File: src/rtl/dm_port_arbiter_pkg.sv
// Shared constants and types for the data-memory port arbiter.
// Memory op encodings and the data segment base match the DataMem block.
package dm_port_arbiter_pkg;

    localparam logic [1:0]  MEM_BYTE          = 2'b00;
    localparam logic [1:0]  MEM_HALF          = 2'b01;
    localparam logic [1:0]  MEM_WORD          = 2'b10;
    localparam logic [31:0] DATA_BASE_ADDRESS = 32'h1001_0000;

    typedef enum logic [1:0] {
        DMA_IDLE   = 2'b00,
        DMA_ACCESS = 2'b01,
        DMA_RESP   = 2'b10
    } dma_state_t;

    typedef struct packed {
        logic        we;
        logic [1:0]  op;
        logic        ext;
        logic [31:0] addr;
        logic [31:0] wdata;
    } dm_req_t;

endpackage

File: src/rtl/dm_port_arbiter_check.sv
// Alignment and range rules for a data-memory access; purely combinational.
module dm_access_check
    import dm_port_arbiter_pkg::*;
#(
    parameter int DM_BYTES = 4096
) (
    input  logic [1:0]  op,
    input  logic [31:0] addr,
    output logic        err
);

    localparam logic [31:0] DM_LIMIT = 32'(DM_BYTES);

    logic [31:0] offset;
    logic        misaligned;

    // Addresses below the base wrap to a huge offset and fail the range test.
    always_comb begin
        offset     = addr - DATA_BASE_ADDRESS;
        misaligned = 1'b0;
        case (op)
            MEM_HALF: misaligned = addr[0];
            MEM_WORD: misaligned = |addr[1:0];
            default:  misaligned = 1'b0;
        endcase
        err = misaligned || (offset >= DM_LIMIT);
    end

endmodule

File: src/rtl/dm_port_arbiter.sv
// Two-requester arbiter for the single DataMem port: req/ack handshake,
// round-robin or fixed-priority grant, registered drive of the memory port.
module dm_port_arbiter
    import dm_port_arbiter_pkg::*;
#(
    parameter int DM_BYTES   = 4096,
    parameter bit PRIO_FIXED = 1'b0
) (
    input  logic        clk,
    input  logic        rst,
    input  logic        m0_req,
    input  logic        m0_we,
    input  logic [1:0]  m0_op,
    input  logic        m0_ext,
    input  logic [31:0] m0_addr,
    input  logic [31:0] m0_wdata,
    output logic        m0_ack,
    output logic        m0_err,
    output logic [31:0] m0_rdata,
    input  logic        m1_req,
    input  logic        m1_we,
    input  logic [1:0]  m1_op,
    input  logic        m1_ext,
    input  logic [31:0] m1_addr,
    input  logic [31:0] m1_wdata,
    output logic        m1_ack,
    output logic        m1_err,
    output logic [31:0] m1_rdata,
    output logic        dm_wr,
    output logic [1:0]  dm_op,
    output logic        dm_ext,
    output logic [31:0] dm_addr,
    output logic [31:0] dm_din,
    input  logic [31:0] dm_dout,
    output logic        busy
);

    dma_state_t state, state_nx;
    dm_req_t    r0, r1, win_req;
    logic       win, any_req, chk_err;
    logic       last_gnt, owner;

    assign r0      = '{we: m0_we, op: m0_op, ext: m0_ext, addr: m0_addr, wdata: m0_wdata};
    assign r1      = '{we: m1_we, op: m1_op, ext: m1_ext, addr: m1_addr, wdata: m1_wdata};
    assign any_req = m0_req | m1_req;
    assign busy    = (state != DMA_IDLE);

    // On a tie the requester that was not granted last time wins.
    always_comb begin
        win = 1'b0;
        if (m0_req && m1_req)
            win = PRIO_FIXED ? 1'b0 : ~last_gnt;
        else if (m1_req)
            win = 1'b1;
        win_req = win ? r1 : r0;
    end

    dm_access_check #(.DM_BYTES(DM_BYTES)) u_check (
        .op   (win_req.op),
        .addr (win_req.addr),
        .err  (chk_err)
    );

    always_ff @(posedge clk) begin
        if (rst) state <= DMA_IDLE;
        else     state <= state_nx;
    end

    always_comb begin
        state_nx = state;
        case (state)
            DMA_IDLE:   if (any_req) state_nx = chk_err ? DMA_RESP : DMA_ACCESS;
            DMA_ACCESS: state_nx = DMA_RESP;
            DMA_RESP:   state_nx = DMA_IDLE;
            default:    state_nx = DMA_IDLE;
        endcase
    end

    // ack/err/rdata are loaded only on the edge entering RESP, so they pulse for one cycle.
    always_ff @(posedge clk) begin
        if (rst) begin
            last_gnt <= 1'b1;
            owner    <= 1'b0;
            dm_wr    <= 1'b0;
            dm_op    <= '0;
            dm_ext   <= 1'b0;
            dm_addr  <= '0;
            dm_din   <= '0;
            m0_ack   <= 1'b0;
            m0_err   <= 1'b0;
            m0_rdata <= '0;
            m1_ack   <= 1'b0;
            m1_err   <= 1'b0;
            m1_rdata <= '0;
        end else begin
            dm_wr    <= 1'b0;
            m0_ack   <= 1'b0;
            m0_err   <= 1'b0;
            m0_rdata <= '0;
            m1_ack   <= 1'b0;
            m1_err   <= 1'b0;
            m1_rdata <= '0;
            case (state)
                DMA_IDLE: if (any_req) begin
                    owner    <= win;
                    last_gnt <= win;
                    dm_op    <= win_req.op;
                    dm_ext   <= win_req.ext;
                    dm_addr  <= win_req.addr;
                    dm_din   <= win_req.wdata;
                    if (chk_err) begin
                        if (win) begin m1_ack <= 1'b1; m1_err <= 1'b1; end
                        else     begin m0_ack <= 1'b1; m0_err <= 1'b1; end
                    end else begin
                        dm_wr <= win_req.we;
                    end
                end
                DMA_ACCESS: begin
                    if (owner) begin
                        m1_ack   <= 1'b1;
                        m1_rdata <= dm_wr ? '0 : dm_dout;
                    end else begin
                        m0_ack   <= 1'b1;
                        m0_rdata <= dm_wr ? '0 : dm_dout;
                    end
                end
                default: ;
            endcase
        end
    end

endmodule

File: config.mk
export PLATFORM = sky130hd
export DESIGN_NAME = dm_port_arbiter
export DESIGN_NICKNAME = d
export VERILOG_FILES = /design/src/rtl/dm_port_arbiter_pkg.sv /design/src/rtl/dm_port_arbiter_check.sv /design/src/rtl/dm_port_arbiter.sv
export SDC_FILE = /design/constraint.sdc
export NUM_CORES = 1
export LEC_CHECK = 0
export CAP_MARGIN = 10
export CORE_AREA = 2 2 118 120
export CTS_BUF_LIST = sky130_fd_sc_hd__clkbuf_4
export DETAILED_ROUTE_END_ITERATION = 10
export DIE_AREA = 0 0 120 122
export MAX_ROUTING_LAYER = met4
export PLACE_DENSITY = 0.83
export SETUP_SLACK_MARGIN = 0.4
export SYNTH_ARGS = -nofsm -noshare
export SYNTH_HDL_FRONTEND = slang
export SYNTH_SLANG_ARGS = --single-unit
export TNS_END_PERCENT = 1
File: constraint.sdc
create_clock -name clk -period 5.68 [get_ports clk]
set_input_delay 1.42 -clock clk [delete_from_list [all_inputs] [get_ports clk]]
set_output_delay 1.42 -clock clk [all_outputs]
set_load 0.1 [all_outputs]
### After elaboration in Yosys (flattened, before gate mapping)

Cells that the tools add are included.

| storage, ports and cells | value |
|---|---|
| bits of input ports | 172 |
| bits in registers | 140 |

| operators by class | value |
|---|---|
| add/sub/neg operators | 1 |
| multiplexer cells | 18 |
| equal/unequal tests | 4 |
| bitwise operators | 6 |
| order comparisons | 1 |
| reduce and logical (&&, ||, !) cells | 10 |

Operators with widths:

| cell | number |
|---|---|
| two-way mux 68 bit | 1 |
| >= comparator 32 x 13 -> 1 bit, second input constant | 1 |
| two-way mux 32 bit | 1 |
| subtractor 32 x 29 -> 32 bit, second input constant | 1 |
| two-way mux 1 bit | 10 |
| one-hot mux 1 bit (2 select lines) | 3 |
| OR reduction 3 bit | 2 |
| inverter 1 bit | 5 |
| == test 2 x 1 -> 1 bit, second input constant | 2 |
| two-way mux 2 bit | 2 |
| one-hot mux 2 bit (2 select lines) | 1 |
| OR reduction 2 bit | 2 |
| OR reduction 4 bit | 1 |
| == test 2 bit, second input constant | 1 |
| zero test 2 bit | 1 |
| != test 2 bit, second input constant | 1 |
| AND reduction 2 bit | 1 |
| nonzero test 2 bit | 1 |
| logical AND 1 bit | 1 |
| logical OR 1 bit | 1 |
| OR 1 bit | 1 |

### Longest topological paths before layout

| logic depth | value |
|---|---|
| depth after elaboration | 9 |
| gate-level depth with buffers | 10 |
| mapped depth without buffers | 8 |

### By module

Synthesis repeated with hierarchy kept, for this count alone.

| second synthesis, totals | value |
|---|---|
| cell total of the unflattened synthesis | 638 |
| area, all modules | 5343.9 um^2 |

By module, submodules not included:

| module | times used | area an instance (um^2) | cells an instance |
|---|---|---|---|
| dm_port_arbiter | 1 | 5216.3 | 619 |
| dm_access_check | 1 | 127.6 | 19 |

### Worst setup path after synthesis

Ideal clock, no wire load.

| timing | value |
|---|---|
| kind | input -> register |
| start | input m1_req |
| end | register m1_ack |
| cell stages on the path | 10 |
| required time | 5596 ps |
| setup time | 84 ps |
| path slack | 2086 ps |
| buffers on the path | 2 |
| data arrival time | 3510 ps |
| path through | a21bo_2 clkbuf_1 clkbuf_1 mux2i_1 inv_1 ha_1 nand2b_1 o32a_1 o211a_4 o31ai_2 |

| between the ends | value |
|---|---|
| cells in the longest elaborated chain, start to end | 9 |

Ends and longest elaborated chain:

| item | RTL line | RTL |
|---|---|---|
| from (decl) | dm_port_arbiter.sv:20 | `input logic m1_req,` |
| two-way mux 1 bit / logical AND 1 bit (equally long branches) | dm_port_arbiter.sv:53, dm_port_arbiter.sv:51 |  |
| two-way mux 1 bit (*) | dm_port_arbiter.sv:51 | `if (m0_req && m1_req)` |
| two-way mux 68 bit (*) | dm_port_arbiter.sv:55 | `win_req = win ? r1 : r0;` |
| named net u_check.op[1] | dm_port_arbiter_check.sv:7 | `input logic [1:0] op,` |
| == test 2 bit / == test 2 x 1 -> 1 bit (equally long branches) | dm_port_arbiter_check.sv:21 | `case (op)` |
| one-hot mux 1 bit (2 select lines) (*) | dm_port_arbiter_check.sv:21 |  |
| logical OR 1 bit (*) | dm_port_arbiter_check.sv:26 | `err = misaligned \|\| (offset >= DM_LIMIT);` |
| two-way mux 1 bit (*) | dm_port_arbiter.sv:111 | `if (chk_err) begin` |
| two-way mux 1 bit (*) | dm_port_arbiter.sv:104 | `DMA_IDLE: if (any_req) begin` |
| one-hot mux 1 bit (2 select lines) (*) | dm_port_arbiter.sv:103 | `case (state)` |
| to (signal assigned) | dm_port_arbiter.sv:100 | `m1_ack <= 1'b0;` |
| to (signal assigned) | dm_port_arbiter.sv:112 | `if (win) begin m1_ack <= 1'b1; m1_err <= 1'b1; end` |
| to (signal assigned) | dm_port_arbiter.sv:120 | `m1_ack <= 1'b1;` |
| to (decl) | dm_port_arbiter.sv:26 | `output logic m1_ack,` |

The timed path passes the listed nets; every way through them passes the cells marked *.
A chain may end at the register's enable or synchronous reset.

### Worst setup path in the final report

| timing | value |
|---|---|
| start | register dm_wr |
| end | output dm_wr |

RTL lines:

| item | RTL line | RTL |
|---|---|---|
| from (decl) | dm_port_arbiter.sv:29 | `output logic dm_wr,` |
| from (signal assigned) | dm_port_arbiter.sv:115 | `dm_wr <= win_req.we;` |

No word-level cell between the ends.

==> impl_metrics.toml <==
[status]
status = "finished, final reports clean"

[setup_path]
slowest_stage = "clkdlybuf4s50_1"
worst-path-max-fanout = 33
worstPathCellList = "clkdlybuf4s50_1"
criticalPathCategory = "flip-flop to primary output"
reg2reg_depth = 8
crit_required_ns = 4.26
crit_path_end_kind = "primary output"
slowest_delay_ns = 1.28
path_delay_family = "buffers and inverters"
arrival_ns = 2.75
r2r-end = "m1_ack$_SDFF_PP0_"
critPathBufInv = 1
rrSetupSlack_ns = 3.22
reg2reg_from = "last_gnt$_SDFFE_PP1P_"
startpoint_type = "flip-flop"

[timing]
period_needed_ns = 4.17
relSlewSlack_pct = 29.6
drv_slew = 0
layout_worst_path_cycle_share_pct = 73.5
worst_pin_slew_ns = 1.05
clock-skew-final_ns = 0.0195
setup_tns_ns = 0
setup_viol = 0
finalHoldViolCount = 0
rsz0062_at_grt = "no"
clock.fmax_mhz = 240

[logic_synthesis]
yosys_warnings = 0
yosysSeqAreaShare_pct = 53.6
yosys_register_bits = 140
yosysUniqueCellTypes = 40
syn_avg_cell_area_um2 = 8.57
synth.largest_area_cell = "dfxtp_1"
synthCells = 610
synth-edff-count = 0
synth_area_um2 = 5230
synth_top_area_share_pct = 53.6
synth_flop_cell = "dfxtp_1"
ys_top_cells_by_area = "dfxtp_1 (54%), a311oi_1 (11%), nor2_1 (9.8%)"
syn_nets = 784
async_flop_share_pct = 0

[hold_path]
holdPathStages = 2
hold_start = "owner$_SDFFE_PP0P_"
min_to = "owner$_SDFFE_PP0P_"
hold_path.class = "flip-flop to flip-flop"

[drt]
viasPerCell = 4.89
drtIter0Drc = 253
ant_nets = 0
wirelength_um = 16700
wl_per_cell_um = 15.4
drc_errors = 0
vias = 5323
firstDrtPassIters = 5

[floorplan]
rows = 43
coreArea_um2 = 13500
die_w_um = 120
initial_core_util_pct = 38.7
die_h_um = 122
pin_count = 309
die_area_um2 = 14600

[finish]
final_cell_mix = "clkdlybuf4s50_1 (307), dfxtp_1 (140), nor2_1 (136)"
fillCellCount = 1153
antenna_cells = 0
layout_commonest_cell = "clkdlybuf4s50_1"
fin_util_pct = 64.7
syn_to_final_growth_pct = 67.2
final_nets = 1070
final_layout_size_suffix_gt1_share_pct = 5.72

[clocking]
cts.clk_slew.worst_paths_ns = 0.13
holdBufCountCts = 0
tritoncts = "built"
post_cts_resized = 0
cts_inserted_buffers = 17
cts_sinks = 140
cts_htree_levels = 4
clk_latency_ns = 0.53
clockBufferDepth = 2
post_cts_buffers = 0
cts-root-buf = "clkbuf_4"

[global_route]
antenna_found_initial = 0
grt_pass1_vias = 4993
grt_use_total_pct = 23.2
grt_pass1_wl_um = 25600
overflow = 0
grt_start_max_net_pins = 95

[placed_design]
port_buffers = 308
dpl.hpwl_um = 12200
place_congestion = 0.822

[power]
irDropWorstVdd_mv = 0.147
leakage_nw = 3.39
powerDensity_nw_per_um2 = 294

[job]
max-cap-violations = 0
[layout make-up]
class	count	area [um2]	share of cell area (%)
flip-flops and latches	140	2800	32.1
clock inverters	13	188	2.15
well taps	180	225	2.58
multi-input cells	419	2230	25.5
repair buffers	314	3140	35.9
inverters	4	15.0	0.172
clock buffers	19	143	1.63
[per-stage QoR]
stage | area (um2) | power [mW] | hold slack (ns) | instances | worst slack, ns
after detailed placement | 8410 | 1.85 | 0.467 | 1057 | 1.55
after global placement | 8410 | 1.84 | 0.458 | 1057 | 1.64
after CTS | 8740 | 2.59 | 0.484 | 1089 | 1.41
after floorplan | 5230 | 1.59 | 0.444 | 610 | 2.09
final | 8740 | 2.56 | 0.483 | 1089 | 1.51
after global routing | 8740 | 2.68 | 0.522 | 1089 | 1.28
[how the worst max path moves through the flow]
stage,start,to,slack (ns),cells after the start
6_report,dm_wr$_SDFF_PP0_,dm_wr,1.51,1
5_1_grt,dm_wr$_SDFF_PP0_,dm_wr,1.28,1
4_1_cts,dm_wr$_SDFF_PP0_,dm_wr,1.41,1
3_5_place_dp,m0_req,m1_ack$_SDFF_PP0_,1.55,9
3_3_place_gp,m0_req,m1_ack$_SDFF_PP0_,1.64,9
2_1_floorplan,m1_req,m1_ack$_SDFF_PP0_,2.09,10
[cells in the mapped netlist, types with 4 or more instances]
cell	number
clkbuf_1	36
a311oi_1	64
nand2_1	132
dfxtp_1	140
nand2b_1	34
buf_1	6
nor2_1	137
nor4_1	5
inv_1	4
mux2i_1	4
nor3_1	4
nand3_1	4
[layer usage]
layer	GRT usage (%)	wire (um)
met1	26.3	6680
met2	39.0	8340
met3	7.07	1430
met4	8.46	282
met5	-	0
[report_power, final]
part           internal [mW]  switching, mW  total, mW
clock                  0.362          0.375      0.737
combinational          0.243          0.523      0.767
sequential              1.03         0.0269       1.06
total                   1.64          0.925       2.56
[sequential cells by signal (all words and copies together) (netlist names)]
signal and cells:
dm_addr 32, dm_din 32, dm_ext 1, dm_op 2, dm_wr 1, last_gnt 1
m0_ack 1, m0_err 1, m0_rdata 32, m1_ack 1, m1_err 1, m1_rdata 32
owner 1, state 2
[cells by family (layout without fill, tap and decap cells)]
kind of cell               Yosys count  after routing  synth area share [%]
adders and majority gates            2              2                 0.479
buffers and inverters               51            350                  4.07
muxes                                4              4                 0.766
DFF                                140            140                  53.6
AOI/OAI and AO/OA                   83             83                  14.0
and+or+nand+nor                    330            330                  27.0
(Power assumes the default switching activity.)
